[config.mk]
export PLATFORM = sky130hd
export DESIGN_NAME = code_emitter_flat
export DESIGN_NICKNAME = d
export VERILOG_FILES = /design/src/rtl/code_emitter_if.sv /design/src/rtl/code_emitter.sv /design/src/flat_wrapper.sv
export SDC_FILE = /design/constraint.sdc
export NUM_CORES = 1
export LEC_CHECK = 0
export ABC_AREA = 1
export BUFFER_PORTS_ARGS = -buffer_cell sky130_fd_sc_hd__buf_2
export CAP_MARGIN = 25
export CORE_AREA = 2 2 81 44
export DETAILED_ROUTE_END_ITERATION = 10
export DIE_AREA = 0 0 83 46
export HOLD_SLACK_MARGIN = 0.03
export PLACE_DENSITY = 0.76
export SLEW_MARGIN = 0
export SYNTH_ARGS = -nofsm -noshare
export SYNTH_HDL_FRONTEND = slang
export SYNTH_SLANG_ARGS = --single-unit
[constraint.sdc]
create_clock -name clk -period 1.8 [get_ports clk]
set_input_delay 0.09 -clock clk [delete_from_list [all_inputs] [get_ports clk]]
set_output_delay 0.09 -clock clk [all_outputs]
set_load 0.005 [all_outputs]
[src/rtl/code_emitter_if.sv]
// Handshake bundle between a code_emitter and whoever drives or watches it.
// The master side requests codes; the slave side is the emitter itself.
interface code_emitter_if #(
    parameter int DIGIT_W = 4
);
    logic                   start;
    logic [1:0]             len;
    logic [3*DIGIT_W-1:0]   code;
    logic                   stall;
    logic                   D;
    logic [DIGIT_W-1:0]     digit;
    logic                   C;
    logic                   busy;
    logic                   done;

    modport master (
        output start, len, code, stall,
        input  D, digit, C, busy, done
    );

    modport slave (
        input  start, len, code, stall,
        output D, digit, C, busy, done
    );
endinterface

[src/rtl/code_emitter.sv]
// Serial sticker-code transmitter: one D strobe per digit, then a C strobe.
// Every output is a flop decoded from the next state, so inputs never reach outputs combinationally.
module code_emitter #(
    parameter int DIGIT_W    = 4,
    parameter int GAP_CYCLES = 1
) (
    input  logic           clk,
    input  logic           reset_n,
    code_emitter_if.slave  bus
);
    typedef enum logic [2:0] {
        IDLE, EMIT, GAP, COMPLETE, DONE
    } state_t;

    localparam logic [3:0] GAP_LAST =
        (GAP_CYCLES > 0) ? 4'(GAP_CYCLES - 1) : 4'd0;

    state_t                 state, nstate;
    logic [1:0]             idx, nidx;
    logic [1:0]             len_q, nlen;
    logic [3*DIGIT_W-1:0]   code_q, ncode;
    logic [3:0]             gcnt, ngcnt;
    logic                   last, nlast;
    logic                   fin, nfin;
    logic                   frozen;
    logic [DIGIT_W-1:0]     ndigit;

    always_comb begin
        nstate = state;
        nidx   = idx;
        nlen   = len_q;
        ncode  = code_q;
        ngcnt  = gcnt;
        nlast  = last;
        nfin   = fin;
        frozen = bus.stall &&
                 (state == EMIT || state == GAP || state == COMPLETE);
        unique case (state)
            IDLE: begin
                if (bus.start) begin
                    nlen   = bus.len;
                    ncode  = bus.code;
                    nidx   = 2'd0;
                    ngcnt  = 4'd0;
                    nlast  = (bus.len <= 2'd1);
                    nfin   = 1'b0;
                    nstate = (bus.len == 2'd0) ? COMPLETE : EMIT;
                end
            end
            EMIT: begin
                // last/fin keep idx within len-1 instead of running past it
                if (!last) begin
                    nidx  = idx + 2'd1;
                    nlast = ((idx + 2'd2) == len_q);
                end
                if (GAP_CYCLES > 0) begin
                    nstate = GAP;
                    ngcnt  = 4'd0;
                    nfin   = last;
                end else begin
                    nstate = last ? COMPLETE : EMIT;
                end
            end
            GAP: begin
                if (gcnt == GAP_LAST) begin
                    nstate = fin ? COMPLETE : EMIT;
                end else begin
                    ngcnt = gcnt + 4'd1;
                end
            end
            COMPLETE: nstate = DONE;
            DONE:     nstate = IDLE;
            default:  nstate = IDLE;
        endcase
        if (frozen) begin
            nstate = state;
            nidx   = idx;
            ngcnt  = gcnt;
            nlast  = last;
            nfin   = fin;
        end
    end

    always_comb begin
        unique case (nidx)
            2'd0:    ndigit = ncode[0 +: DIGIT_W];
            2'd1:    ndigit = ncode[DIGIT_W +: DIGIT_W];
            default: ndigit = ncode[2*DIGIT_W +: DIGIT_W];
        endcase
    end

    always_ff @(posedge clk or negedge reset_n) begin
        if (!reset_n) begin
            state     <= IDLE;
            idx       <= 2'd0;
            len_q     <= 2'd0;
            code_q    <= '0;
            gcnt      <= 4'd0;
            last      <= 1'b0;
            fin       <= 1'b0;
            bus.D     <= 1'b0;
            bus.C     <= 1'b0;
            bus.digit <= '0;
            bus.busy  <= 1'b0;
            bus.done  <= 1'b0;
        end else begin
            state     <= nstate;
            idx       <= nidx;
            len_q     <= nlen;
            code_q    <= ncode;
            gcnt      <= ngcnt;
            last      <= nlast;
            fin       <= nfin;
            bus.D     <= (nstate == EMIT) && !frozen;
            bus.C     <= (nstate == COMPLETE) && !frozen;
            bus.digit <= ((nstate == EMIT) && !frozen) ? ndigit : '0;
            bus.busy  <= (nstate == EMIT) || (nstate == GAP) ||
                         (nstate == COMPLETE);
            bus.done  <= (nstate == DONE);
        end
    end
endmodule

[src/flat_wrapper.sv]
// flat-port wrapper written by rule: the top's interface ports become plain ports
module code_emitter_flat 
#(
    parameter int DIGIT_W    = 4,
    parameter int GAP_CYCLES = 1
)
  (clk, reset_n, bus_start, bus_len, bus_code, bus_stall, bus_D, bus_digit, bus_C, bus_busy, bus_done);
  code_emitter_if #(.DIGIT_W(DIGIT_W)) bus_i ();
  input  logic clk;
  input  logic reset_n;
  input wire logic [$bits(bus_i.start)-1:0] bus_start;
  input wire logic [$bits(bus_i.len)-1:0] bus_len;
  input wire logic [$bits(bus_i.code)-1:0] bus_code;
  input wire logic [$bits(bus_i.stall)-1:0] bus_stall;
  output wire logic [$bits(bus_i.D)-1:0] bus_D;
  output wire logic [$bits(bus_i.digit)-1:0] bus_digit;
  output wire logic [$bits(bus_i.C)-1:0] bus_C;
  output wire logic [$bits(bus_i.busy)-1:0] bus_busy;
  output wire logic [$bits(bus_i.done)-1:0] bus_done;
  assign bus_i.start = bus_start;
  assign bus_i.len = bus_len;
  assign bus_i.code = bus_code;
  assign bus_i.stall = bus_stall;
  assign bus_D = bus_i.D;
  assign bus_digit = bus_i.digit;
  assign bus_C = bus_i.C;
  assign bus_busy = bus_i.busy;
  assign bus_done = bus_i.done;
  code_emitter #(.DIGIT_W(DIGIT_W), .GAP_CYCLES(GAP_CYCLES)) u_core (.clk(clk), .reset_n(reset_n), .bus(bus_i));
endmodule
Word-level counts from Yosys, hierarchy flattened --
Cells that the tools add are included.
Word-level totals: register bits 33, bits of input ports 18, output and inout port bits 8
Cells by class: add/subtract/negate cells 3, magnitude comparators 1, eq/ne operators 11, multiplexer cells 22, bitwise operators 1, reduce and logical (&&, ||, !) cells 17
Operators by type and width (number):
- 12-bit two-way mux | 2
- 3-bit by 2-bit equality test with 1-bit output, second input constant | 4
- 4-bit two-way mux | 3
- 3-bit one-hot mux with 4 select lines | 1
- 4-bit one-hot mux with 3 select lines | 1
- 2-bit two-way mux | 5
- 3-bit two-way mux | 3
- 4-bit one-hot mux with 2 select lines | 1
- 3-bit by 1-bit equality test with 1-bit output, second input constant | 2
- 4-bit by 1-bit adder with 4-bit output, second input constant | 1
- 2-bit zero test | 2
- 4-bit zero test | 1
- 1-bit logical OR | 4
- 2-bit != test, second input constant | 2
- 1-bit one-hot mux with 2 select lines | 2
- 2-bit one-hot mux with 2 select lines | 1
- 4-bit AND reduction | 1
- 3-bit equality test, second input constant | 1
- 1-bit logical AND | 3
- 3-bit zero test | 1
- 1-bit two-way mux | 3
- 3-bit AND reduction | 1
- 3-bit nonzero test | 1
- 2-bit by 1-bit adder with 2-bit output, second input constant | 1
- other kinds (8) | 8

Depth between registers and ports, before layout --
Gate-level depths: netlist of the first run.
word-level depth 8, depth in mapped cells 12

Least setup slack after synthesis of the first run --
OpenSTA, ideal clock, no wires.
path kind reg2reg, start point register u_core.state[0], end point register u_core.bus.digit[1], setup time 0.113 ns, arrival 1.391 ns, path slack 0.296 ns, stages on the path, launching flop included 12, path through dfrtp_1 > inv_2 > nand2_4 > nor3_4 > inv_4 > buf_6 > nand2_2 > nand2_2 > nand3_1 > nand3_1 > nand2_1 > inv_1
RTL lines:
- start, declared | RTL line code_emitter.sv:18 | state_t state, nstate;
- start signal, assigned | RTL line code_emitter.sv:107 | state <= nstate;
- 3-bit zero test | RTL line code_emitter.sv:38 | unique case (state)
- 12-bit two-way mux | RTL line code_emitter.sv:38
- via u_core.ncode[1] | RTL line code_emitter.sv:21 | logic [3*DIGIT_W-1:0] code_q, ncode;
- 4-bit one-hot mux with 2 select lines | RTL line code_emitter.sv:85 | unique case (nidx)
- 4-bit two-way mux | RTL line code_emitter.sv:116 | bus.digit <= ((nstate == EMIT) && !frozen) ? ndigit : '0;
- end signal, assigned | RTL line code_emitter.sv:116
- end, declared | RTL line code_emitter_if.sv:23 | output D, digit, C, busy, done
The timed path passes the listed nets, and every way through them passes these cells. A chain may end at the register's enable or synchronous reset.

Worst setup path after layout of the first run --
start point register u_core.state[1], end point register u_core.bus.digit[2]
Same word-level chain as after synthesis.

==> flow_metrics.tcl, run 1 <==
set metrics [dict create \
    area_growth_pct 19.60 \
    grt_pass1_wl_um 5319 \
    drive_gt1_frac 0.3363 \
    drtPass1Iterations 4 \
    post_drt_via_cell_ratio 4.800 \
    period_minus_slack_ns 1.690 \
    hold_depth 3 \
    io_pins 26 \
    crit_family "simple AND/OR/NAND/NOR gates" \
    cts_sinks 33 \
    antennaDiodeCount 0 \
    slew_headroom 0.5131 \
    gr-usage-all-layers 0.1918 \
    start_kind "register" \
    worstMarginPinSlew_ns 0.7303 \
    hp-class "in -> reg" \
    die_x_um 83 \
    worstHoldStart "bus_code[5]" \
    tritoncts "done" \
    synthAdderAreaFrac 0.01526 \
    synth_xor_area_frac 0.01602 \
    setup_viol 0 \
    drv_slew 0 \
    cts_buffer_depth 2 \
    core-area_sq_mm 0.003209 \
    yosysSeqAreaShare 0.5034 \
    critPathBufInv 4 \
    r2r_end "u_core.bus.digit[2]" \
    drtAntennaViolNets 0 \
    synthTopCellsByArea "dfrtp_1 50%, nand2_1 8.7%, nand2_2 8.4%, nand3_1 7.0%, inv_1 4.8%" \
    grt_pass1_vias 1067 \
    final_common_cell "nand2_1" \
    overflow 0 \
    syn_area_per_cell_sq_um 8.819 \
    die_area_sq_mm 0.003818 \
    max_freq_mhz 591.7 \
    crit_path_top_delay_cell "dfrtp_2" \
    cellLeakagePower_nw 1.061 \
    drc_errors 0 \
    synth_seq_cells 33 \
    reg2reg_slack_ns 0.11 \
    dp_slack_ns 0.1155 \
    port_buffers 25 \
    ys_async_sr_fraction 1.000 \
    final-hold-violation-count 0 \
    status "finished clean" \
    cts_root_buf "clkbuf_8" \
    synth_top_area_frac 0.5034 \
    cts_made_buffers 5 \
    synth_top_family_by_area "simple AND/OR/NAND/NOR gates" \
    min_to "u_core.code_q[5]" \
    p_sw_mw 1.350 \
    muxShareOfSynthArea 0 \
    crit_top_cell "nand2_1" \
    n_fill_cell 284 \
    worstPathMaxFanout 6 \
    place_congestion 0.8492 \
    synth.distinct_cells 25 \
    fin_ws_ns 0.1098 \
    max-vdd-ir-drop_mv 0.7421 \
    antenna_found_initial 0 \
    crit_chain "inv_2, nand2_4, nor3_4, buf_4, buf_4, nand2_1, nand2_2, nand2_1, nand3_1, nand2_1, inv_1" \
    synth_top_area_cell "dfrtp_1" \
    htreeDepth 2 \
    worstPathArrival_ns 1.92 \
    cp-end-kind "register" \
    final_cell_mix "37 x nand2_1, 30 x dfrtp_1, 25 x buf_2, 23 x nand3_1, 22 x nand2_2" \
    chipHeight_um 46 \
    insertion_delay_ns 0.28 \
    syn-num-nets 206 \
    dp_hpwl_um 2342 \
    synth_edf_count 0 \
    postSynthCellCount 186 \
    power_frac_seq 0.375 \
    fin_nets 243 \
    p_int_mw 1.869 \
    whs_ns 0.03048 \
    regArea_sq_um 829.5 \
    critPathRequiredTime_ns 2.03 \
    placementRows 15 \
    p_per_area_mw_per_mm2 1641 \
    place_area_sq_mm 0.001810 \
    wl_per_cell_um 12.45 \
    synth_compound_area_frac 0.05645 \
    pwr-share-comb 0.453 \
    rr_worst_depth 11 \
    crit_type "reg -> reg" \
    switching_share 0.4193 \
    design_area_sq_mm 0.001962 \
    first_iter_violations 86 \
    max_stage_delay_ns 0.45 \
    finalCritPeriodShare 0.9390 \
    drv_cap 0 \
    r2r_start "u_core.state[1]" \
    ys.flop_type "dfrtp_1" \
    route.final.wire_length_um 3299 \
    initial_utilization 0.5111 \
    multiInputGateArea_sq_um 705.7 \
    finalCoreUtilization 0.6113 \
    num_vias 1272 \
    pwr-share-clk 0.173 \
    yosys_warnings 0 \
    grt_max_degree 34 \
    synth-simple-area-share 0.3364 \
    skew_ns 0.002642 \
    syn_area_sq_mm 0.001640 \
    clkTransAtPathRegs_ns 0.06 \
]
## Yosys cell counts (3+ instances only)
master,instances
nand2_1,38
nand3_1,23
a21oi_1,4
nand2_2,22
o21ai_0,10
nor2_1,9
dfrtp_1,33
inv_2,3
nand2_4,3
inv_1,21
## timing repair
item                                    4_1_cts  5_1_grt
setup buffers                                 0        2
hold buffers                                  3        0
hold endpoints to repair                     36        0
endpoints found under the setup margin        0        5
resized for setup                             0        8
## cells by family after synthesis
logic type / Yosys count
AOI/OAI and AO/OA: 17
xor gates and xnor gates: 3
adders and majority gates: 2
buffers and inverters: 27
DFF: 33
and+or+nand+nor: 104
## sequential cells by signal, indices dropped and copies added, names as in the netlist
signal and flops:
u_core.bus.digit 4, u_core.bus.C 1, u_core.idx 2, u_core.bus.D 1, u_core.len_q 2, u_core.last 1, u_core.bus.busy 1, u_core.code_q 12
u_core.bus.done 1, u_core.fin 1, u_core.gcnt 4, u_core.state 3
## area by class of cell
type	count	share of cell area
flip-flops and latches	33	0.4228
multi-input cells	126	0.3597
repair buffers	32	0.09630
inverters	25	0.05038
clock buffers	7	0.04401
well taps	42	0.02679
## tightest hold or removal path: cells and delay by family
| kind | cells | cell delay, ns |
|---|---|---|
| buf+inv | 1 | 0.07 |
| simple gates | 2 | 0.11 |
## routing by layer
| layer | up-vias | track usage | part of all wire |
|---|---|---|---|
| met5 | - | 0 | 0 |
| met3 | 7 | 0.06159 | 0.063 |
| li1 | 659 | - | - |
| met2 | 33 | 0.2194 | 0.36 |
| met4 | 0 | 0.06885 | 0.014 |
| met1 | 573 | 0.3143 | 0.56 |
## worst max-delay path by stage
stage | from | to | depth (start not counted) | slack [ns]
6_report | u_core.state[1] | u_core.bus.digit[2] | 11 | 0.11
5_1_grt | u_core.state[2] | u_core.bus.digit[0] | 10 | -0.003
4_1_cts | u_core.state[0] | u_core.bus.digit[3] | 10 | 0.1
3_5_place_dp | u_core.state[0] | u_core.bus.digit[3] | 10 | 0.12
3_3_place_gp | u_core.state[0] | u_core.bus.digit[2] | 10 | 0.13
2_1_floorplan | u_core.state[0] | u_core.bus.digit[1] | 11 | 0.30
## through the flow
stage	TNS (ns)	cells	power, mW
after floorplan	0	186	2.234
after global placement	0	253	2.570
after detailed placement	0	253	2.585
after CTS	0	263	3.158
after global routing	-0.002954	265	3.478
final	0	265	3.219
## power by group through the flow
stage	sequential, mW	combinational (mW)	clock [mW]
2_1_floorplan	1.18	1.05	0
3_3_place_gp	1.20	1.37	0
3_5_place_dp	1.20	1.38	0
4_1_cts	1.19	1.40	0.565
5_1_grt	1.24	1.63	0.607
6_report	1.21	1.46	0.556
No activity file was read; power rests on OpenSTA's default activity.
==> run 2, diff against run 1 <==
--- a/config.mk
+++ b/config.mk
@@ -13,6 +13,7 @@
 export DIE_AREA = 0 0 83 46
 export HOLD_SLACK_MARGIN = 0.03
 export PLACE_DENSITY = 0.76
+export REMOVE_ABC_BUFFERS = 1
 export SLEW_MARGIN = 0
 export SYNTH_ARGS = -nofsm -noshare
 export SYNTH_HDL_FRONTEND = slang
==> run 2 against run 1 <==
  * First-iteration DRC count grew 4.7%
  * Largest power group unchanged
  * Count of clock-buffer cells in the layout is the same
  * Register-to-register slack is essentially flat
  * Fmax shrank 0.13%
  * Critical path depth shrank 3
  * Critical path type unchanged
  * Largest cell class unchanged
  * Highest routed layer unchanged
==> flow_metrics.tcl, run 2 (synthesis results as in run 1) <==
set metrics [dict create \
    clkTransAtPathRegs_ns 0.07 \
    first_iter_violations 90 \
    die_x_um 83 \
    gr-usage-all-layers 0.1909 \
    top_register "u_core.code_q" \
    core-area_sq_mm 0.003209 \
    max_freq_mhz 590.9 \
    route.final.wire_length_um 3271 \
    final-hold-violation-count 0 \
    final_common_cell "nand2_1" \
    wl_per_cell_um 12.30 \
    drc_errors 0 \
    num_vias 1275 \
    port_buffers 25 \
    dp_hpwl_um 2469 \
    antennaDiodeCount 0 \
    cts_buffer_depth 2 \
    overflow 0 \
    drtAntennaViolNets 0 \
    place_congestion 0.8241 \
    max_stage_delay_ns 0.45 \
    tritoncts "done" \
    area_growth_pct 19.60 \
    hp-class "in -> reg" \
    cts_sinks 33 \
    crit_type "reg -> reg" \
    start_kind "register" \
    cts_root_buf "clkbuf_8" \
    worstMarginPinSlew_ns 0.7257 \
    skew_ns 0.007464 \
    critPathRequiredTime_ns 1.96 \
    antenna_found_initial 0 \
    drv_cap 0 \
    hold_depth 3 \
    cp-end-kind "register" \
    slew_headroom 0.5162 \
    critPathBufInv 3 \
    switching_share 0.4173 \
    p_total_mw 3.209 \
    insertion_delay_ns 0.28 \
    cellLeakagePower_nw 1.068 \
    pwr-share-comb 0.455 \
    p_int_mw 1.870 \
    fin_nets 244 \
    crit_chain "inv_2, nand2_4, nor3_4, buf_4, buf_4, o21ai_4, o21ai_2, or2_1" \
    crit_top_cell "buf_4" \
    io_pins 26 \
    status "finished clean" \
    grt_max_degree 34 \
    cts_made_buffers 5 \
    drive_gt1_frac 0.3259 \
    die_area_sq_mm 0.003818 \
    post_drt_via_cell_ratio 4.793 \
    critical_path_depth 8 \
    crit_family "flip-flops" \
    grt_pass1_wl_um 5361 \
    pwr-share-clk 0.171 \
    max-vdd-ir-drop_mv 0.9697 \
    drv_slew 0 \
    worstPathMaxFanout 6 \
    largest_register_ffs 12 \
    p_per_area_mw_per_mm2 1636 \
    rr_worst_depth 8 \
    crit_path_top_delay_cell "dfrtp_1" \
    finalCritPeriodShare 0.9402 \
    tns_ns 0 \
    placementRows 15 \
    p_sw_mw 1.339 \
    grt_pass1_vias 1074 \
    chipHeight_um 46 \
    period_minus_slack_ns 1.692 \
    htreeDepth 2 \
    worstPathArrival_ns 1.85 \
    initial_utilization 0.5111 \
    power_frac_seq 0.374 \
    final_cell_mix "38 x nand2_1, 33 x dfrtp_1, 25 x buf_2, 23 x nand3_1, 22 x nand2_2" \
    reg.largest.list "u_core.code_q x12, u_core.bus.digit x4, u_core.gcnt x4" \
    setup_viol 0 \
    drtPass1Iterations 6 \
]
## run 2: repair_timing
item / 4_1_cts / 5_1_grt
resized for setup: 0 / 3
setup buffers: 0 / 2
setup endpoints to repair: 0 / 4
hold buffers: 3 / 0
endpoints found under the hold margin: 36 / 0
## run 2: path summary, 6_finish.rpt
| path | from | end | slack [ns] |
|---|---|---|---|
| worst max-delay path | u_core.state[0] | u_core.bus.busy | 0.11 |
| worst min-delay path | bus_code[8] | u_core.code_q[8] | 0.04 |
| worst max register to register | u_core.state[0] | u_core.bus.busy | 0.11 |
| worst min register to register | u_core.code_q[0] | u_core.code_q[0] | 0.48 |
| max in group asynchronous | reset_n | u_core.state[0] | 0.93 |
| min in group asynchronous | reset_n | u_core.len_q[0] | 0.41 |
## run 2: tightest hold or removal path, cell delays in order
cell and delay (ns):
buf_2 0.07, nand2_1 0.05, nand2_2 0.07
## run 2: power by group through the flow
| stage | logic (mW) | clock network, mW | registers (mW) |
|---|---|---|---|
| finish | 1.46 | 0.549 | 1.20 |
| global route | 1.65 | 0.599 | 1.23 |
| CTS | 1.40 | 0.561 | 1.20 |
| detailed placement | 1.39 | 0 | 1.21 |
| global placement | 1.38 | 0 | 1.20 |
| floorplan | 1.02 | 0 | 1.18 |
## run 2: area by class of cell
class	count	area, sq um
inverters	25	96.34
repair buffers	33	192.7
well taps	42	52.55
flip-flops and latches	33	825.8
fillers	294	1247
clock buffers	7	86.33
multi-input cells	126	708.2
## run 2: per-stage QoR
stage               setup WS, ns  hold slack [ns]  utilization  cells  area [sq um]
floorplan                0.04685          -0.2056            -    184          1618
global placement         0.04798           0.1901       0.5665    254          1818
detailed placement       0.07277           0.1853       0.5665    254          1818
CTS                      0.06248          0.03542       0.6027    264          1934
global route           -0.006307          0.03821       0.6113    266          1962
finish                    0.1076          0.04215       0.6113    266          1962
## run 2: layer usage
| layer | track usage | up-vias | wire (um) |
|---|---|---|---|
| met4 | 0.05902 | 0 | 8 |
| met5 | 0 | - | 0 |
| met3 | 0.06703 | 2 | 197 |
| met1 | 0.3123 | 574 | 1939 |
| met2 | 0.2194 | 36 | 1126 |
| li1 | - | 663 | - |
